--- config.mk ---
export PLATFORM = sky130hd
export DESIGN_NAME = uart_rx
export DESIGN_NICKNAME = d
export VERILOG_FILES = /design/src/rtl/uart_pkg.sv /design/src/rtl/uart_rx_sync2.sv /design/src/rtl/uart_rx.sv
export SDC_FILE = /design/constraint.sdc
export NUM_CORES = 1
export LEC_CHECK = 0
export BUFFER_PORTS_ARGS = -buffer_cell sky130_fd_sc_hd__buf_2
export CAP_MARGIN = 20
export CORE_MARGIN = 2
export CORE_UTILIZATION = 40
export DETAILED_ROUTE_END_ITERATION = 7
export GPL_TIMING_DRIVEN = 0
export PLACE_DENSITY = 0.69
export SETUP_SLACK_MARGIN = 0.2
export SLEW_MARGIN = 10
export SYNTH_ARGS = -nofsm -noshare
export SYNTH_HDL_FRONTEND = slang
export SYNTH_HIERARCHICAL = 1
export SYNTH_SLANG_ARGS = --single-unit
--- constraint.sdc ---
create_clock -name clk -period 2.85 [get_ports clk]
set_input_delay 0.4275 -clock clk [delete_from_list [all_inputs] [get_ports clk]]
set_output_delay 0.4275 -clock clk [all_outputs]
set_load 0.02 [all_outputs]
--- src/rtl/uart_pkg.sv ---
// uart_pkg: shared definitions for the serial receive and transmit paths.
//   uart_rx_state_t            receiver FSM state encoding
//   CLKS_PER_BIT_115200_50MHZ  bit period in clocks for 115200 baud at 50 MHz
package uart_pkg;

  localparam int CLKS_PER_BIT_115200_50MHZ = 434;

  typedef enum logic [2:0] {
    RX_IDLE,
    RX_START,
    RX_DATA,
    RX_STOP,
    RX_BREAK
  } uart_rx_state_t;

endpackage

--- src/rtl/uart_rx_sync2.sv ---
// sync2: generic two-flop synchronizer for a single asynchronous input.
//   clk    destination clock
//   rst    asynchronous active-low reset; both flops load RST_VAL
//   d      asynchronous input
//   q      synchronized output (two clk edges of latency)
module sync2 #(
  parameter logic RST_VAL = 1'b1
) (
  input  logic clk,
  input  logic rst,
  input  logic d,
  output logic q
);

  logic meta_p0;

  always_ff @(posedge clk or negedge rst) begin
    if (!rst) begin
      meta_p0 <= RST_VAL;
      q       <= RST_VAL;
    end else begin
      meta_p0 <= d;
      q       <= meta_p0;
    end
  end

endmodule

--- src/rtl/uart_rx.sv ---
// uart_rx: 8N1 serial receiver with a single-byte holding register and a
// valid/ready output handshake.
//   clk        system clock
//   rst        asynchronous active-low reset
//   rx         raw serial line, asynchronous to clk, idles high
//   data       received byte, stable while valid is high
//   valid      data holds an unconsumed byte
//   ready      consumer accepts; transfer on valid & ready
//   frame_err  one-cycle pulse when a stop bit is sampled low
//   overrun    one-cycle pulse when a byte completes while data is still held
module uart_rx
  import uart_pkg::*;
#(
  parameter int CLKS_PER_BIT = CLKS_PER_BIT_115200_50MHZ
) (
  input  logic       clk,
  input  logic       rst,
  input  logic       rx,
  output logic [7:0] data,
  output logic       valid,
  input  logic       ready,
  output logic       frame_err,
  output logic       overrun
);

  localparam int                DATA_W    = 8;
  localparam int                CNT_W     = $clog2(CLKS_PER_BIT);
  localparam logic [CNT_W-1:0]  HALF_LOAD = CNT_W'(CLKS_PER_BIT / 2 - 1);
  localparam logic [CNT_W-1:0]  FULL_LOAD = CNT_W'(CLKS_PER_BIT - 1);

  logic                rx_p0;
  logic                rx_p1;
  uart_rx_state_t      state;
  logic [CNT_W-1:0]    cnt;
  logic [2:0]          bit_idx;
  logic [DATA_W-1:0]   shreg;
  logic                cnt_done;
  logic                xfer;

  assign cnt_done = (cnt == '0);
  assign xfer     = valid & ready;

  // Stage p0: metastability filter on the raw line
  sync2 #(
    .RST_VAL (1'b1)
  ) u_sync (
    .clk (clk),
    .rst (rst),
    .d   (rx),
    .q   (rx_p0)
  );

  // Stage p1: registered copy of the synchronized line drives every FSM
  // decision, so the start edge is seen three edges after the line falls
  // and all samples land at the centre of their bit.
  always_ff @(posedge clk or negedge rst) begin
    if (!rst) begin
      rx_p1     <= 1'b1;
      state     <= RX_IDLE;
      cnt       <= '0;
      bit_idx   <= '0;
      shreg     <= '0;
      data      <= '0;
      valid     <= 1'b0;
      frame_err <= 1'b0;
      overrun   <= 1'b0;
    end else begin
      rx_p1     <= rx_p0;
      frame_err <= 1'b0;
      overrun   <= 1'b0;
      if (xfer) begin
        valid <= 1'b0;
      end

      unique case (state)
        RX_IDLE: begin
          if (!rx_p1) begin
            cnt   <= HALF_LOAD;
            state <= RX_START;
          end
        end

        RX_START: begin
          if (!cnt_done) begin
            cnt <= cnt - CNT_W'(1);
          end else if (!rx_p1) begin
            cnt     <= FULL_LOAD;
            bit_idx <= '0;
            state   <= RX_DATA;
          end else begin
            // line went back high by mid-bit: a glitch, not a start bit
            state <= RX_IDLE;
          end
        end

        RX_DATA: begin
          if (!cnt_done) begin
            cnt <= cnt - CNT_W'(1);
          end else begin
            shreg[bit_idx] <= rx_p1;
            cnt            <= FULL_LOAD;
            if (bit_idx == 3'd7) begin
              state <= RX_STOP;
            end else begin
              bit_idx <= bit_idx + 3'd1;
            end
          end
        end

        RX_STOP: begin
          if (!cnt_done) begin
            cnt <= cnt - CNT_W'(1);
          end else if (rx_p1) begin
            // a byte consumed on this very cycle frees the holding register
            if (!valid || ready) begin
              data  <= shreg;
              valid <= 1'b1;
            end else begin
              overrun <= 1'b1;
            end
            state <= RX_IDLE;
          end else begin
            frame_err <= 1'b1;
            state     <= RX_BREAK;
          end
        end

        RX_BREAK: begin
          // hold off until the line returns high so a stuck-low line
          // cannot be decoded as an endless stream of zero bytes
          if (rx_p1) begin
            state <= RX_IDLE;
          end
        end

        default: state <= RX_IDLE;
      endcase
    end
  end

endmodule

==> results.cfg <==
[status]
status = complete, no violations

[synth]
async_reset_ff_share_pct = 100
ys_ff_latch = 37
ys_seq_area_share_pct = 50.3
synthAdderAreaFrac_pct = 2.03
synth_xor_area_share_pct = 0.474
synth_top_area_share_pct = 46.1
synth_top_family_by_area = simple AND/OR/NAND/NOR gates
avgSynthCellArea_sq_um = 11.1
synth_compound_area_share_pct = 13.3
yosys.area.top_type = dfrtp_1
syn_area_sq_um = 1850
synth_area_leaders = dfrtp_1, mux2_2, dfstp_2, nor3b_1, nand2_1
synth_fp_nets = 173
synthCells = 166
synth-simple-area-share_pct = 20.1
synth_mux_area_share_pct = 10.3
synth_edf_count = 0
ys_warn_count = 6
synthFlopType = dfrtp_1
synth.distinct_cells = 52

[grt]
gr-total-overflow = 0
track_usage_pct = 15.2
antenna_found_initial = 0
grt_max_degree = 38
grt_pass1_vias = 1330
grt_pass1_wl_microns = 6150

[cts]
cts_tree = done
clockBufferDepth = 2
ctsHoldBuffers = 0
cts.sinks = 37
htreeDepth = 2
insertion_delay_ns = 0.29
cts_resized = 0
cts-buffers-inserted = 5
clockRootBuffer = clkbuf_8
cts_setup_buffers = 0
clk_pin_slew_ns = 0.08

[finish]
utilization_pct = 46.9
stdcell_area_sq_um = 2070
instances_no_fill = 240
diodes = 0
layout.nets = 194
drive_gt1_share_pct = 28.7
n_fill_cell = 418
syn_to_final_growth_pct = 12.2

[worst_setup_path]
critPathSlowestCell = nor4b_2
required_ns = 3.03
cp_max_fo = 7
critPathKind = flip-flop to flip-flop
crit_family = simple AND/OR/NAND/NOR gates
max_stage_delay_ns = 0.51
r2r_setup_slack_ns = 0.55
start_kind = flip-flop
worst_setup_path_end_kind = flip-flop
worstPathArrival_ns = 2.49
crit_buf_inv = 1
cp_cell_sequence = inv_1 -> ha_1 -> nor4b_2 -> nand4_1 -> nor3b_1 -> mux2_2

[power_and_ir_drop]
power.leakage_nw = 0.955
p_clk_share_pct = 40.6
internal_power_w = 0.000706
switching_share_pct = 23.6
pwr-share-seq_pct = 57.2
comb_power_share_pct = 2.2
p_per_area_nw_per_um2 = 446
p_sw_w = 0.000218
vdd_drop_max_mv = 0.299

[timing]
worst_slew_pin_slew_ns = 0.812
fin_crit_sh_pct = 80.8
finalSetupTns_ns = 0
final_max_slew_viol_count = 0
min_period_ns = 2.30
setup_viol = 0
whs_ns = 0.220
grt_setup_unrepaired = false
clock_skew_ns = 0.00638
max_freq_mhz = 434
final_hold_viol_count = 0
slew_headroom_pct = 45.9

[floorplanning]
floorplan.die_area_sq_um = 5180
dieHeight_microns = 71.9
std_cell_rows = 24
ioPinCount = 15
start_util_pct = 41.8
die_w_microns = 71.9
core-area_sq_um = 4410

[detailed_routing]
firstDrtPassIters = 5
vias = 1346
drt_wl_total_microns = 3520
avgRoutedWirePerCell_microns = 14.6
post_drt_via_cell_ratio = 5.61
antenna_left = 0
drc = 0
initialDrtViolationCount = 78

[placed_design]
dpl_cell_area_sq_um = 1980
dp_hpwl_microns = 2480
io_buffers = 14
placed_cells = 232
place.gp.congestion = 0.814

[hold_path]
hp-class = input pin to async pin

[run]
maxCapViolCount = 0
==> cell type report <==
| cell class | count | area (sq um) | area share (%) |
|---|---|---|---|
| repair buffers | 14 | 70.1 | 3.38 |
| inverters | 6 | 22.5 | 1.09 |
| multi-input cells | 115 | 855 | 41.2 |
| clock buffers | 5 | 68.8 | 3.32 |
| plain buffers | 8 | 40.0 | 1.93 |
| well taps | 52 | 65.1 | 3.14 |
| flip-flops and latches | 37 | 930 | 44.9 |
| clock inverters | 3 | 21.3 | 1.03 |
==> per-stage QoR <==
step	worst slack [ns]	total power [W]
2_1_floorplan	0.851	0.000545
3_3_place_gp	0.547	0.000560
3_5_place_dp	0.542	0.000560
4_1_cts	0.529	0.000933
5_1_grt	0.337	0.000958
6_report	0.548	0.000924
==> power by group through the flow <==
stage / clock (W) / combinational (W) / sequential (W)
floorplan: 0 / 0.00000617 / 0.000539
global placement: 0 / 0.0000206 / 0.000539
detailed placement: 0 / 0.0000205 / 0.000539
CTS: 0.000383 / 0.0000206 / 0.000529
global route: 0.000405 / 0.0000236 / 0.000529
finish: 0.000375 / 0.0000199 / 0.000529
==> worst paths after layout <==
check,from,end,cells past startpoint
worst max-delay path,cnt[0],shreg[6],6
worst min-delay path,rst,cnt[4],1
worst max register to register,cnt[0],shreg[6],6
worst min register to register,u_sync/meta_p0,u_sync/q,0
max in group asynchronous,rst,state[2],1
min in group clk,rx,u_sync/meta_p0,1
==> kinds of logic (layout without fill, tap and decap cells) <==
kind of cell	Yosys count	in the layout
flops	37	37
compound gates	35	35
buf+inv	14	36
mux	17	17
fa+ha+maj	3	3
simple gates	59	59
xor+xnor	1	1
==> state kept, by name, summed over array words and instances (netlist names), 3 cells and up <==
name     flops
data         8
cnt          9
bit_idx      3
state        3
shreg        8
==> synth_stat cells (all sizes together) (3+ instances only) <==
cell type / instances
a31oi: 3
clkbuf: 6
dfrtp: 34
dfstp: 3
ha: 3
inv: 6
mux2: 16
nand2: 11
nand3: 4
nand4: 3
nor2: 10
nor3: 8
nor3b: 6
o21ai: 8
o31ai: 4
or3: 3
==> routing by layer <==
| metal | routed length [microns] | vias to the layer above | share of wire (%) | GRT usage, % |
|---|---|---|---|---|
| li1 | - | 661 | - | - |
| met1 | 1680 | 644 | 48 | 20.1 |
| met2 | 1630 | 35 | 46 | 24.3 |
| met3 | 178 | 6 | 5.1 | 5.14 |
| met4 | 29 | 0 | 0.83 | 3.56 |
| met5 | 0 | - | 0 | 0 |
==> cells in the final DEF, fill, tap and decap left out, types with 2 or more instances in the layout <==
| cell type | instances |
|---|---|
| or3_1 | 2 |
| inv_1 | 6 |
| nor3_1 | 7 |
| nor3b_1 | 6 |
| o31ai_1 | 4 |
| buf_2 | 15 |
| o21ai_0 | 8 |
| nand2b_1 | 2 |
| nor2_1 | 10 |
| a211oi_1 | 2 |
| a21oi_1 | 2 |
| nand4_1 | 2 |
| ha_1 | 3 |
| clkbuf_1 | 5 |
| dfstp_2 | 3 |
| clkbuf_8 | 5 |
| nand3_1 | 4 |
| or2_2 | 2 |
| o22ai_1 | 2 |
| mux2_2 | 16 |
| a31oi_1 | 3 |
| nand2_1 | 11 |
| dfrtp_1 | 34 |
| nand3b_1 | 2 |
Power figures use the tool's default switching activity.
